`config.mk`:
```
export PLATFORM = sky130hd
export DESIGN_NAME = resonator_dds_deadlock_reporter
export DESIGN_NICKNAME = d
export VERILOG_FILES = /design/src/rtl/resonator_dds_deadlock_reporter.sv
export SDC_FILE = /design/constraint.sdc
export NUM_CORES = 1
export LEC_CHECK = 0
export CORE_UTILIZATION = 30
export CTS_BUF_LIST = sky130_fd_sc_hd__clkbuf_4
export DETAILED_ROUTE_END_ITERATION = 8
export PLACE_DENSITY = 0.5
export RECOVER_POWER = 100
export SLEW_MARGIN = 10
export SYNTH_ARGS = -nofsm -noshare
export SYNTH_HDL_FRONTEND = slang
export SYNTH_SLANG_ARGS = --single-unit
export TNS_END_PERCENT = 5
```
`constraint.sdc`:
```
create_clock -name clock -period 3.2 [get_ports clock]
set_clock_uncertainty 0.1 [all_clocks]
set_input_delay 0.64 -clock clock [delete_from_list [all_inputs] [get_ports clock]]
set_output_delay 0.64 -clock clock [all_outputs]
set_load 0.02 [all_outputs]
```
`src/rtl/resonator_dds_deadlock_reporter.sv`:
```
// Persistence filter and one-shot reporter for the resonator DDS deadlock monitor.
// Optional block history register is enabled by defining RESONATOR_DDS_DEADLOCK_HIST_EN.
module resonator_dds_deadlock_reporter #(
    parameter int INFO_W   = 4,
    parameter int THRESH_W = 16,
    parameter int TS_W     = 32,
    parameter int GLITCH_W = 8
) (
    input  logic                clock,
    input  logic                reset,
    input  logic                block,
    input  logic [INFO_W-1:0]   axis_block_info,
    input  logic [THRESH_W-1:0] threshold,
    input  logic                clear,
    output logic                deadlock,
    output logic [INFO_W-1:0]   deadlock_info,
    output logic [TS_W-1:0]     deadlock_time,
    output logic                report_valid,
    input  logic                report_ready,
    output logic [GLITCH_W-1:0] glitch_count,
    output logic [INFO_W-1:0]   block_hist
);

    typedef enum logic [1:0] {
        IDLE    = 2'd0,
        COUNT   = 2'd1,
        LATCHED = 2'd2
    } state_t;

    state_t                state_reg;
    logic [THRESH_W-1:0]   run_cnt_reg;
    logic [TS_W-1:0]       ts_reg;
    logic [GLITCH_W-1:0]   glitch_reg;
    logic                  deadlock_reg;
    logic                  report_valid_reg;
    logic [INFO_W-1:0]     info_reg;
    logic [TS_W-1:0]       time_reg;

    logic [THRESH_W-1:0]   thr_eff;
    logic [THRESH_W:0]     run_inc;
    logic                  thr_cross;
    logic                  thr_is_one;
    logic [THRESH_W-1:0]   run_sat_next;
    logic [GLITCH_W-1:0]   glitch_sat_next;

    always_comb begin
        thr_eff         = (threshold == '0) ? {{(THRESH_W-1){1'b0}}, 1'b1} : threshold;
        thr_is_one      = (thr_eff == {{(THRESH_W-1){1'b0}}, 1'b1});
        // One extra bit so a saturated counter still compares as crossing.
        run_inc         = {1'b0, run_cnt_reg} + {{THRESH_W{1'b0}}, 1'b1};
        thr_cross       = (run_inc >= {1'b0, thr_eff});
        run_sat_next    = (&run_cnt_reg) ? run_cnt_reg : run_inc[THRESH_W-1:0];
        glitch_sat_next = (&glitch_reg) ? glitch_reg : glitch_reg + 1'b1;
    end

    always_ff @(posedge clock) begin
        if (reset) begin
            state_reg        <= IDLE;
            run_cnt_reg      <= '0;
            ts_reg           <= '0;
            glitch_reg       <= '0;
            deadlock_reg     <= 1'b0;
            report_valid_reg <= 1'b0;
            info_reg         <= '0;
            time_reg         <= '0;
        end else begin
            ts_reg <= ts_reg + 1'b1;
            case (state_reg)
                IDLE: begin
                    if (clear) begin
                        run_cnt_reg <= '0;
                        glitch_reg  <= '0;
                    end else if (block) begin
                        if (thr_is_one) begin
                            state_reg        <= LATCHED;
                            deadlock_reg     <= 1'b1;
                            report_valid_reg <= 1'b1;
                            info_reg         <= axis_block_info;
                            time_reg         <= ts_reg;
                            run_cnt_reg      <= {{(THRESH_W-1){1'b0}}, 1'b1};
                        end else begin
                            state_reg   <= COUNT;
                            run_cnt_reg <= {{(THRESH_W-1){1'b0}}, 1'b1};
                        end
                    end
                end
                COUNT: begin
                    if (clear) begin
                        state_reg   <= IDLE;
                        run_cnt_reg <= '0;
                        glitch_reg  <= '0;
                    end else if (block) begin
                        run_cnt_reg <= run_sat_next;
                        if (thr_cross) begin
                            state_reg        <= LATCHED;
                            deadlock_reg     <= 1'b1;
                            report_valid_reg <= 1'b1;
                            info_reg         <= axis_block_info;
                            time_reg         <= ts_reg;
                        end
                    end else begin
                        state_reg   <= IDLE;
                        run_cnt_reg <= '0;
                        glitch_reg  <= glitch_sat_next;
                    end
                end
                LATCHED: begin
                    // Captured info/time survive the clear for post-mortem reads.
                    if (clear) begin
                        state_reg        <= IDLE;
                        run_cnt_reg      <= '0;
                        deadlock_reg     <= 1'b0;
                        report_valid_reg <= 1'b0;
                    end else if (report_valid_reg && report_ready) begin
                        report_valid_reg <= 1'b0;
                    end
                end
                default: begin
                    state_reg   <= IDLE;
                    run_cnt_reg <= '0;
                end
            endcase
        end
    end

`ifdef RESONATOR_DDS_DEADLOCK_HIST_EN
    logic [INFO_W-1:0] hist_reg;

    always_ff @(posedge clock) begin
        if (reset || clear) begin
            hist_reg <= '0;
        end else if (block && (state_reg != LATCHED)) begin
            hist_reg <= hist_reg | axis_block_info;
        end
    end

    assign block_hist = hist_reg;
`else
    assign block_hist = '0;
`endif

    assign deadlock      = deadlock_reg;
    assign deadlock_info = info_reg;
    assign deadlock_time = time_reg;
    assign report_valid  = report_valid_reg;
    assign glitch_count  = glitch_reg;

endmodule

```
Word-level counts from Yosys, hierarchy flattened
Index checks and enable logic that the tools add are counted.
{"block": "word_totals", "elab_cells": 88, "inputBits": 25, "out_inout_bits": 50, "reg_bits": 96}
{"block": "op_classes", "n_reduce_logical": 13, "n_eq_ne": 17, "n_addsub": 3, "mux": 46, "order_cmp": 1}
{"operator": "$mux W32", "count": 6}
{"operator": "$mux W16", "count": 7}
{"operator": "$pmux W32 S2", "count": 1}
{"operator": "$pmux W16 S3", "count": 1}
{"operator": "$add A32 B1 Y32 const B", "count": 1}
{"operator": "$mux W8", "count": 4}
{"operator": "$mux W4", "count": 6}
{"operator": "$reduce_and A8 Y1", "count": 3}
{"operator": "$add A16 B1 Y17 const B", "count": 1}
{"operator": "$ge A17 B16 Y1", "count": 1}
{"operator": "$eq A16 B1 Y1 const B", "count": 1}
{"operator": "$logic_not A16 Y1", "count": 1}
{"operator": "$ne A2 B2 Y1 const B", "count": 8}
{"operator": "$pmux W8 S2", "count": 1}
{"operator": "$reduce_and A16 Y1", "count": 1}
{"operator": "$mux W2", "count": 7}
{"operator": "$ne A3 B3 Y1 const B", "count": 4}
{"operator": "$mux W1", "count": 9}
{"operator": "$add A8 B1 Y8 const B", "count": 1}
{"operator": "$ne A4 B4 Y1 const B", "count": 2}
{"operator": "$pmux W4 S2", "count": 1}
{"operator": "$reduce_and A4 Y1", "count": 2}
{"operator": "$reduce_and A7 Y1", "count": 1}
{"operator": "$pmux W1 S3", "count": 2}
{"operator": "8 further kinds", "count": 8}

Depth between registers and ports, before layout
Gate-level depths: netlist of the first run.
{"block": "logic_depth", "depth_word": 7, "depth_mapped": 14, "depth_no_buf": 12}

Least setup slack after synthesis of the first run
No wires, ideal clock.
{"block": "synth_timing", "kind": "register to register", "start": "register run_cnt_reg[0]", "end": "register info_reg[0] (netlist: deadlock_info[0])", "setup_time_ns": 0.072, "path_stages_with_launch": 15, "synth_period_minus_slack_ns": 3.429, "arrival_ns": 3.258, "path_buffers": 2, "t_required_ns": 3.028, "slack_ns": -0.229, "cell_sequence": "dfxtp_1 > ha_1 > nand3_1 > nor3_4 > and3_1 > xor2_1 > ha_1 > nand4_1 > nor4_1 > nand2_1 > a21boi_0 > o21a_1 > buf_4 > buf_6 > mux2i_1"}
{"block": "synth_between", "elab_chain_cells": 4}
{"item": "start: declaration", "line": "31", "text": "logic [THRESH_W-1:0] run_cnt_reg;"}
{"item": "start signal: assignment", "line": "80", "text": "run_cnt_reg <= {{(THRESH_W-1){1'b0}}, 1'b1};"}
{"item": "start signal: assignment", "line": "83", "text": "run_cnt_reg <= {{(THRESH_W-1){1'b0}}, 1'b1};"}
{"item": "start signal: assignment", "line": "93", "text": "run_cnt_reg <= run_sat_next;"}
{"item": "$add A16 B1 Y17", "line": "50", "text": "run_inc = {1'b0, run_cnt_reg} + {{THRESH_W{1'b0}}, 1'b1};"}
{"item": "$ge A17 B16 Y1", "line": "51", "text": "thr_cross = (run_inc >= {1'b0, thr_eff});"}
{"item": "$ne A2 B2 Y1 (no line)"}
{"item": "$reduce_and A7 Y1 (no line)"}
{"item": "end signal: assignment", "line": "78", "text": "info_reg <= axis_block_info;"}
{"item": "end signal: assignment", "line": "98", "text": "info_reg <= axis_block_info;"}
{"item": "end: declaration", "line": "36", "text": "logic [INFO_W-1:0] info_reg;"}
Every way passes these cells.
A chain may end at the register's enable or synchronous reset.

Final worst setup path of the first run
{"block": "layout_timing", "start": "register run_cnt_reg[9]", "end": "register info_reg[3] (netlist: deadlock_info[3])"}
Same word-level chain as after synthesis.

==> out/qor.csv, run 1 <==
metric,value,unit
reg2reg_from,run_cnt_reg[9],
die_area,0.0171,mm2
r2r_slack,0.09,ns
arrival,3.42,ns
wl_per_cell,12.9,um
area_growth,29.0,%
drcViolationCount,0,
cp-start-kind,flop,
outcome,"complete, but fails checks",
nNetsFinal,717,
io_buffers,70,
cp_max_fo,11,
setup-tns-final,0,ns
ios,75,
p_per_area,345,mW/mm2
dpl.hpwl,8230,um
min_from,deadlock,
place_inst,870,
htree_levels,3,
die_width,131,um
final_cells,894,
grt_use_total,13.9,%
endpoint_kind,flop,
leakagePower,2.32,nW
grt_pass1_vias,3860,
yosysWarnings,0,
cts_tree,built,
synth_seq_cells,96,
postRouteWirelength,11600,um
antenna_found_initial,0,
clock_path_buffers,2,
grt_max_degree,69,
cp-startpoint,run_cnt_reg[9],
synth_cells,577,
ys_types,45,
row_count,46,
rsz0062_at_grt,yes,
fillers,1616,
gp_congestion,0.783,
fp.dieH,131,um
worst_pin_slew,2.10,ns
maxCapViolations,1,
period_minus_slack,3.11,ns
worst-setup-path-type,reg2reg,
timing.rr.end,deadlock_info[3],
via_per_inst,4.67,
fin_crit_sh,97.2,%
reg2reg_depth,13,
utilization,40.0,%
initial_core_util,31.0,%
hold_path_class,reg2reg,
clock-sinks,96,
clk_pin_slew,0.15,ns
synth_ff_type,dfxtp_1,
clockRootBuffer,clkbuf_4,
hold_viol,0,
vdd_drop_max,216,uV
maxSlewHeadroom,-40.1,%
synth-async-reset-ratio,0,%
vias,4177,
syn_area,0.00498,mm2
drv_slew,69,
numCtsBuffers,9,
regArea,0.00194,mm2
hold_end,deadlock,
max_freq,0.321,GHz
seq_area_frac_synth,38.6,%
drt-pass1-iter-count,4,
postSynthAreaPerCell,8.63,um2
holdPathStages,2,
grt_pass1_wl,18600,um
core,0.0161,mm2
ant_nets,0,
overflow,0,
worstPathRequired,3.51,ns
setup_violations,0,
failed_checks,"capacitance limit, slew limit",
synth_edf_count,0,
multi_input_area,0.00290,mm2
worstSkewPairLatency,0.48,ns
num_antenna_cells,0,
drive_above_1_share,12.7,%
drt_iter0_drc,150,
## cell usage after synthesis (2+ instances only)
cell      instances  area, um2
and4_1            4       35.0
nand2_1          44        165
buf_4             5       37.5
nor2_2            3       18.8
nand4_1          14       87.6
nor4_1            4       25.0
nor2b_1           3       18.8
nor3_1           15       75.1
buf_6             4       45.0
o21ai_0          17       85.1
xor2_1           24        210
a311o_1           2       20.0
and3_1           12       75.1
xnor2_1          18        158
dfxtp_1          96       1920
ha_1             19        238
nand3_1          18       90.1
nor2_1           47        176
and2_1            2       12.5
clkbuf_1         18       67.6
a311oi_1          8       70.1
inv_1            25       93.8
nor4_2            2       25.0
nand2b_1         74        463
a31oi_1           3       18.8
a21oi_1          31        155
or3_1            10       62.6
mux2i_1          37        370
a21o_1            2       15.0
## power breakdown
| group | total (mW) | switching, mW | internal [mW] |
|---|---|---|---|
| sequential | 1.21 | 0.00927 | 1.20 |
| clock | 0.829 | 0.432 | 0.397 |
| combinational | 0.173 | 0.0896 | 0.0835 |
## kinds of logic after synthesis
| family | count (synthesis) | share of synthesized area [%] |
|---|---|---|
| AND/OR/NAND/NOR | 256 | 27.8 |
| AO/OA/AOI/OAI | 73 | 8.95 |
| multiplexers | 37 | 7.44 |
| other | 1 | 0.0753 |
| flip-flops | 96 | 38.6 |
| adder cells (fa/ha/maj) | 19 | 4.78 |
| buffers and inverters | 53 | 5.00 |
| XOR/XNOR | 42 | 7.39 |
## layout by cell type, fill, tap and decap left out, drive strengths merged, types with 2 or more instances in the layout
master / instances
conb: 4
mux2i: 37
inv: 27
ha: 19
nand2b: 74
clkdlybuf4s50: 69
and4: 4
o21ai: 18
bufinv: 3
a31oi: 3
xnor2: 18
or3: 11
dfxtp: 96
a311oi: 8
and2: 2
nand3: 18
xor2: 24
a21oi: 32
and3: 12
a21o: 2
nor4: 6
nor3: 16
a311o: 2
nor2b: 3
clkbuf: 11
nand4: 15
buf: 39
nor2: 50
clkinv: 2
nand2: 44
## metrics by stage
step	instance area (um2)	power, mW	hold slack, ns	setup slack (ns)
after floorplan	4990	1.34	0.330	0.00835
after global placement	6070	1.40	0.346	-0.0472
after detailed placement	6070	1.41	0.354	-0.154
after CTS	6270	2.25	0.380	0.00747
after global routing	6420	2.32	0.400	-0.134
final	6420	2.21	0.375	0.0892
## final cells by class
| class | instances | area share [%] |
|---|---|---|
| clock inverter | 7 | 1.81 |
| clock buffer | 9 | 1.05 |
| tap | 216 | 4.21 |
| sequential | 96 | 30.2 |
| multi-input combinational | 431 | 45.1 |
| inverter | 25 | 1.46 |
| timing repair buffer | 110 | 16.2 |
## how the worst max path moves through the flow
stage	endpoint	slack, ns	cells past startpoint
floorplan	deadlock_info[0]	0.008	14
detailed placement	state_reg[1]	-0.15	13
finish	deadlock_info[3]	0.09	13
global route	deadlock_time[7]	-0.13	13
global placement	state_reg[1]	-0.05	13
CTS	deadlock_time[26]	0.007	15
## what timing repair did
action / 4_1_cts / 5_1_grt
cloned: 0 / 1
endpoints found under the setup margin: 39 / 40
setup buffers: 0 / 7
hold buffers: 0 / 0
pin swaps: 1 / 14
gates resized for setup: 5 / 27
## worst max-delay path, stage by stage, from the launching register on
cell	delay, ns
dfxtp_2	0.39
nand3_2	0.09
buf_4	0.15
nor3_4	0.25
and3_4	0.24
xor2_1	0.06
ha_1	0.31
nand4_1	0.16
nor4_2	0.34
nand2_1	0.11
a21boi_2	0.23
o21a_4	0.23
clkbuf_16	0.20
mux2i_1	0.18
## layer usage
| layer | wire, um | vias to the layer above | global-route usage [%] |
|---|---|---|---|
| met1 | 5710 | 1934 | 17.8 |
| met5 | 0 | - | 0 |
| li1 | - | 2163 | - |
| met4 | 102 | 0 | 3.99 |
| met3 | 626 | 8 | 4.85 |
| met2 | 5120 | 72 | 21.8 |
No activity file was read; power rests on OpenSTA's default activity.
==> inputs of run 2 (changes only) <==
--- a/config.mk
+++ b/config.mk
@@ -12,2 +12,3 @@
 export RECOVER_POWER = 100
+export REMOVE_ABC_BUFFERS = 1
 export SLEW_MARGIN = 10
--- a/constraint.sdc
+++ b/constraint.sdc
@@ -4,2 +4,2 @@
 set_output_delay 0.64 -clock clock [all_outputs]
-set_load 0.02 [all_outputs]
+set_load 0.05 [all_outputs]
==> run 2 against run 1 <==
  * The run now ends clean
  * Total power down 9.0%
  * Global-route usage grew 0.57 points
  * Cell area rose by 0.37%
  * Worst hold slack got worse by 0.010 ns
  * First-iteration DRC count grew 26%
  * Via count increased by 2.4%
  * Largest power group unchanged
  * Critical path depth grew 1
  * Critical path type unchanged
  * Routed wire length is 6.0% higher
  * Sequential share of layout area is 0.15 points lower
==> out/qor.csv, run 2 (synthesis gave the netlist of run 1 again) <==
metric,value,unit,change
final_cells,902,,+0.89%
cellInternalPower,1.45,mW,-14%
dpl.hpwl,8340,um,+1.3%
initial_core_util,31.0,%,unchanged
reg2reg_from,run_cnt_reg[0],,
period_minus_slack,3.15,ns,+0.0436 ns
wl_per_cell,13.6,um,+5.1%
numCtsBuffers,9,,unchanged
place_inst,874,,+0.46%
postRouteWirelength,12300,um,+6.0%
cpMostUsedCell,nand4_1,,
rsz0062_at_grt,yes,,
final_cell_mix,"90 x dfxtp_1, 74 x nand2b_1, 46 x dlygate4sd3_1",,
worstSkewPairLatency,0.47,ns,about the same
reg2reg_depth,14,,+1
drt_iter0_drc,189,,+26%
nNetsFinal,725,,+1.1%
fin_ws,0.0456,ns,-0.0436 ns
clock-sinks,96,,unchanged
fin_crit_sh,98.6,%,+1.4 points
vdd_drop_max,238,uV,+11%
hold_path_class,reg2reg,,
drive_above_1_share,12.7,%,about the same
dp_slack,-0.287,ns,-0.133 ns
hold_end,deadlock,,
endpoint_kind,flop,,
clockRootBuffer,clkbuf_4,,
via_per_inst,4.74,,+1.5%
final_common_cell,dfxtp_1,,
gp_congestion,0.791,,+1.1%
min_from,deadlock,,
num_antenna_cells,0,,unchanged
grt_pass1_wl,19500,um,+5.1%
worst_pin_slew,1.33,ns,-0.773 ns
htree_levels,3,,unchanged
drcViolationCount,0,,unchanged
whs,0.365,ns,-0.0103 ns
die_width,131,um,unchanged
die_area,0.0171,mm2,unchanged
drv_slew,0,,-100%
outcome,"finished, final reports clean",,
arrival,3.46,ns,+0.04 ns
cts_tree,built,,
slowest_delay,0.39,ns,about the same
cp_max_fo,8,,-3
path_buf_inv,3,,+1
worst-setup-path-type,reg2reg,,
switching_share,27.9,%,+3.9 points
path_cells,nand4_1 -> nor3_2 -> nand4_1 -> xnor2_2 -> ha_4 -> nand4_1 -> buf_4 -> o21bai_1 -> a221oi_2 -> a21boi_1 -> buf_4 -> o21a_4 -> clkbuf_16 -> mux2i_1,,
antenna_found_initial,0,,unchanged
r2r_slack,0.05,ns,-0.04 ns
postCtsHoldBufs,0,,unchanged
combPwrFrac,9.4,%,+1.6 points
cp-start-kind,flop,,
vias,4279,,+2.4%
holdPathStages,2,,unchanged
maxCapViolations,0,,-1
pwr-share-seq,60.1,%,+5.4 points
cp_top_family,simple AND/OR/NAND/NOR gates,,
grt_pass1_vias,4055,,+5.1%
p_clk_share,30.5,%,-6.9 points
p_per_area,313,mW/mm2,-9.3%
area_growth,29.5,%,
ant_nets,0,,unchanged
ios,75,,unchanged
setup-tns-final,0,ns,unchanged
p_total,2.02,mW,-9.0%
clock_path_buffers,2,,unchanged
maxSlewHeadroom,11.4,%,+52 points
grt_max_degree,42,,-39%
grt_use_total,14.4,%,+0.57 points
drt-pass1-iter-count,4,,unchanged
max_freq,0.317,GHz,-1.4%
hold_viol,0,,unchanged
p_switching,562,uW,+5.9%
fp.dieH,131,um,unchanged
worstPathRequired,3.51,ns,about the same
clk_pin_slew,0.15,ns,about the same
cpMaxStageDelayCell,dfxtp_4,,
io_buffers,70,,unchanged
core,0.0161,mm2,unchanged
overflow,0,,unchanged
row_count,46,,unchanged
timing.rr.end,deadlock_info[0],,
leakagePower,2.50,nW,+7.6%
setup_violations,0,,unchanged
-- run 2: cell count changes in the layout (fill, tap and decap cells not counted), sizes merged --
cell and delta:
buf -1, bufinv -3, clkbuf +9, clkdlybuf4s50 -46, clkinvlp +3, dlygate4sd3 +46
-- run 2: how the worst max path moves through the flow --
stage | from | end | slack (ns) | depth (start not counted)
floorplan | run_cnt_reg[0] | deadlock_info[0] | -1.05 | 12
global placement | run_cnt_reg[1] | deadlock_time[1] | -0.14 | 13
detailed placement | run_cnt_reg[1] | deadlock_info[0] | -0.29 | 13
CTS | run_cnt_reg[0] | deadlock_info[1] | 0.07 | 16
global route | run_cnt_reg[0] | deadlock_time[2] | -0.08 | 14
finish | run_cnt_reg[0] | deadlock_info[0] | 0.05 | 14
-- run 2: through the flow --
step                instance area [um2]  util [%]
CTS                                6310      39.3
detailed placement                 6080      37.9
global route                       6440      40.1
global placement                   6080      37.9
floorplan                          4830         -
finish                             6440      40.1
-- run 2: power groups by stage --
stage | logic (mW) | clock network (mW) | registers [mW]
2_1_floorplan | 0.0843 | 0 | 1.25
3_3_place_gp | 0.178 | 0 | 1.24
3_5_place_dp | 0.181 | 0 | 1.24
4_1_cts | 0.186 | 0.655 | 1.21
5_1_grt | 0.207 | 0.700 | 1.21
6_report | 0.189 | 0.615 | 1.21
-- run 2: worst reg2reg max path: cells and delay by family, from the launching register on --
| family | cells | cell delay [ns] |
|---|---|---|
| AOI/OAI and AO/OA | 4 | 0.60 |
| buffers and inverters | 3 | 0.55 |
| xor gates and xnor gates | 1 | 0.21 |
| DFF | 1 | 0.39 |
| adders and majority gates | 1 | 0.29 |
| and+or+nand+nor | 4 | 0.78 |
| muxes | 1 | 0.19 |
-- run 2: cell type report --
| class | count | area [um2] |
|---|---|---|
| well taps | 216 | 270 |
| inverters | 25 | 93.8 |
| repair buffers | 118 | 1120 |
| multi-input cells | 431 | 2900 |
| flip-flops and latches | 96 | 1930 |
| clock buffers | 9 | 67.6 |
| clock inverters | 7 | 55.1 |
| fillers | 1587 | 9610 |
-- run 2: timing repair --
| action | 4_1_cts | 5_1_grt |
|---|---|---|
| gates resized for setup | 12 | 19 |
| setup endpoints to repair | 40 | 40 |
| buffers inserted | 6 | 3 |
| endpoints found under the hold margin | 0 | 0 |
| cloned | 1 | 3 |
| pin swaps | 9 | 19 |
-- run 2: per-layer routing --
metal,share of wire (%),wire length [um],track usage [%]
met5,0,0,0
met4,2.2,272,4.73
met3,5.3,653,4.48
met2,46,5660,23.5
met1,46,5670,18.1
==> inputs of run 3 (changes only) <==
Settings changed: CELL_PAD_IN_SITES_DETAIL_PLACEMENT set to 0, CELL_PAD_IN_SITES_GLOBAL_PLACEMENT set to 2, PLACE_DENSITY 0.5 to 0.76.
==> run 3 against run 2 <==
  * The flow now finishes with violations (capacitance limit, slew limit)
  * Worst hold slack improved by 0.0063 ns
  * Non-clock buffer count is 8 lower
  * Total power is 1.4% higher
  * Critical path type unchanged
  * Largest power group unchanged
  * Global-route usage decreased by 0.17 points
  * Sequential share of layout area is 0.076 points higher
  * Fmax is 1.8% higher
  * First-iteration DRC count shrank 15%
  * Die area unchanged
  * Routed wire length fell by 2.1%
  * Worst setup slack improved by 0.056 ns
  * Via count fell by 1.8%
  * Clock power up 4.6%
  * Largest cell class unchanged
==> out/qor.csv, run 3 (synthesis gave the netlist of run 1 again) <==
metric,value,unit,change
gp_congestion,0.797,,+0.71%
drt-pass1-iter-count,4,,unchanged
cp-start-kind,flop,,
leakagePower,2.49,nW,-0.18%
p_per_area,319,mW/mm2,+1.9%
postRouteWirelength,12000,um,-2.1%
slowest_delay,0.37,ns,-0.02 ns
grt_max_degree,56,,+33%
clockRootBuffer,clkbuf_4,,
cpMostUsedCell,nand4_1,,
grt_use_met3,2.73,%,-1.8 points
setup-tns-final,0,ns,unchanged
reg2reg_from,run_cnt_reg[0],,
cpMaxStageDelayCell,dfxtp_2,,
fin_ws,0.101,ns,+0.0557 ns
final_common_cell,dfxtp_1,,
vdd_drop_max,156,uV,-34%
cp_top_family,simple AND/OR/NAND/NOR gates,,
cp_max_fo,7,,-1
area_growth,28.9,%,
p_switching,520,uW,-7.4%
setup_violations,0,,unchanged
drv_slew,56,,+56
core,0.0161,mm2,unchanged
postCtsHoldBufs,0,,unchanged
fin_crit_sh,96.8,%,-1.7 points
grt_use_total,14.3,%,-0.17 points
maxSlewHeadroom,-28.9,%,-40 points
top_usage_layer,met2,,
row_count,46,,unchanged
worstPathRequired,3.49,ns,-0.02 ns
path_depth,13,,-1
nNetsFinal,717,,-1.1%
wl_per_cell,13.4,um,-1.2%
via_per_inst,4.70,,-0.92%
grt_util_met2,22.3,%,-1.2 points
die_area,0.0171,mm2,unchanged
antenna_found_initial,0,,unchanged
grt_pass1_wl,19200,um,-1.7%
reg2reg_depth,13,,-1
clock_path_buffers,2,,unchanged
drive_above_1_share,12.1,%,-0.59 points
p_clk_share,31.5,%,+1.0 points
period_minus_slack,3.10,ns,-0.0557 ns
path_buf_inv,2,,-1
initial_core_util,31.0,%,unchanged
worst_pin_slew,1.93,ns,+0.604 ns
clock-sinks,96,,unchanged
maxCapViolations,1,,+1
hold_path_class,reg2reg,,
final_cell_mix,"89 x dfxtp_1, 74 x nand2b_1, 46 x nor2_1, 46 x dlygate4sd3_1, 43 x nand2_1",,
switching_share,25.5,%,-2.4 points
dpl.hpwl,8310,um,-0.32%
pwr-share-seq,59.3,%,-0.8 points
ios,75,,unchanged
worst-setup-path-type,reg2reg,,
dp_slack,-0.112,ns,+0.175 ns
grtUsageMet1,19.3,%,+1.2 points
arrival,3.39,ns,-0.07 ns
cts_tree,built,,
clk_pin_slew,0.14,ns,about the same
grt_pass1_vias,3884,,-4.2%
fillers,1592,,+0.32%
drcViolationCount,0,,unchanged
die_width,131,um,unchanged
fp.dieH,131,um,unchanged
max_freq,0.323,GHz,+1.8%
io_buffers,70,,unchanged
vias,4202,,-1.8%
failed_checks,"capacitance limit, slew limit",,
cp-startpoint,run_cnt_reg[0],,
endpoint,deadlock_time[7],,
timing.rr.end,deadlock_time[7],,
hold_viol,0,,unchanged
r2r_slack,0.10,ns,+0.06 ns
combPwrFrac,9.3,%,about the same
stdcell_area,0.00641,mm2,-0.45%
cellInternalPower,1.52,mW,+4.8%
ant_nets,0,,unchanged
numCtsBuffers,9,,unchanged
endpoint_kind,flop,,
num_antenna_cells,0,,unchanged
dpl-instance-area,0.00609,mm2,about the same
outcome,"complete, but fails checks",,
htree_levels,3,,unchanged
drt_iter0_drc,160,,-15%
path_cells,nand4_1 -> nor3_2 -> nand4_1 -> xnor2_2 -> ha_1 -> nand4_1 -> buf_6 -> o21bai_4 -> a221oi_2 -> a21boi_2 -> o21a_4 -> clkbuf_16 -> mux2i_1,,
overflow,0,,unchanged
worstSkewPairLatency,0.46,ns,about the same
rsz0062_at_grt,yes,,
run 3: cell types whose count changed in the layout (fill, tap and decap cells not counted), moves of 2 or more:
cell        delta
buf_4          -6
buf_6          +3
clkbuf_1       -5
clkbuf_2       +2
clkinv_1       +4
clkinvlp_4     -3
dfxtp_2        +3
dfxtp_4        -2
ha_4           -2
inv_8          -2
nand3_1        -2
nor2_1         +2
nor2_2         -3
run 3: layer usage:
| metal | up-vias | part of all wire, % |
|---|---|---|
| met1 | 1950 | 49 |
| met4 | 0 | 1.2 |
| met5 | - | 0 |
| li1 | 2158 | - |
| met3 | 9 | 5.0 |
| met2 | 85 | 45 |
run 3: power by group through the flow:
stage | Clock [mW] | Sequential (mW) | Combinational [mW]
global route | 0.723 | 1.21 | 0.207
CTS | 0.679 | 1.21 | 0.186
finish | 0.643 | 1.21 | 0.189
floorplan | 0 | 1.25 | 0.0843
global placement | 0 | 1.24 | 0.182
detailed placement | 0 | 1.24 | 0.184
run 3: layout make-up:
| type | count | area (um2) | area share (%) |
|---|---|---|---|
| Multi-Input combinational cell | 431 | 2920 | 45.5 |
| Sequential cell | 96 | 1930 | 30.1 |
| Timing Repair Buffer | 110 | 1080 | 16.8 |
| Tap cell | 216 | 270 | 4.21 |
| Inverter | 25 | 93.8 | 1.46 |
| Clock buffer | 10 | 75.1 | 1.17 |
| Clock inverter | 6 | 50.0 | 0.780 |
run 3: worst min path at each step:
| stage | endpoint | slack (ns) | start | depth (start not counted) |
|---|---|---|---|---|
| final | deadlock | 0.37 | deadlock | 2 |
| after global routing | deadlock_time[0] | 0.40 | deadlock_time[0] | 2 |
| after CTS | deadlock | 0.38 | deadlock | 2 |
| after detailed placement | deadlock | 0.36 | deadlock | 2 |
| after global placement | ts_reg[0] | 0.35 | ts_reg[0] | 1 |
| after floorplan | ts_reg[0] | 0.33 | ts_reg[0] | 1 |
run 3: metrics by stage:
step                      std cells  power, mW  hold slack, ns  util [%]
after floorplan                 552       1.33           0.330         -
after global placement          871       1.42           0.346      37.9
after detailed placement        871       1.42           0.358      37.9
after CTS                       888       2.08           0.377      39.0
after global routing            894       2.15           0.397      39.9
final                           894       2.04           0.371      39.9
run 3: worst min-delay path, delay by kind of cell, from the launching register on:
family | cells | cell delay, ns
DFF | 1 | 0.33
AOI/OAI and AO/OA | 1 | 0.06
and+or+nand+nor | 1 | 0.05
run 3: what timing repair did:
action / 4_1_cts / 5_1_grt
pin swaps: 3 / 15
cloned: 0 / 4
setup endpoints to repair: 34 / 40
buffers inserted: 1 / 3
resized for setup: 9 / 22
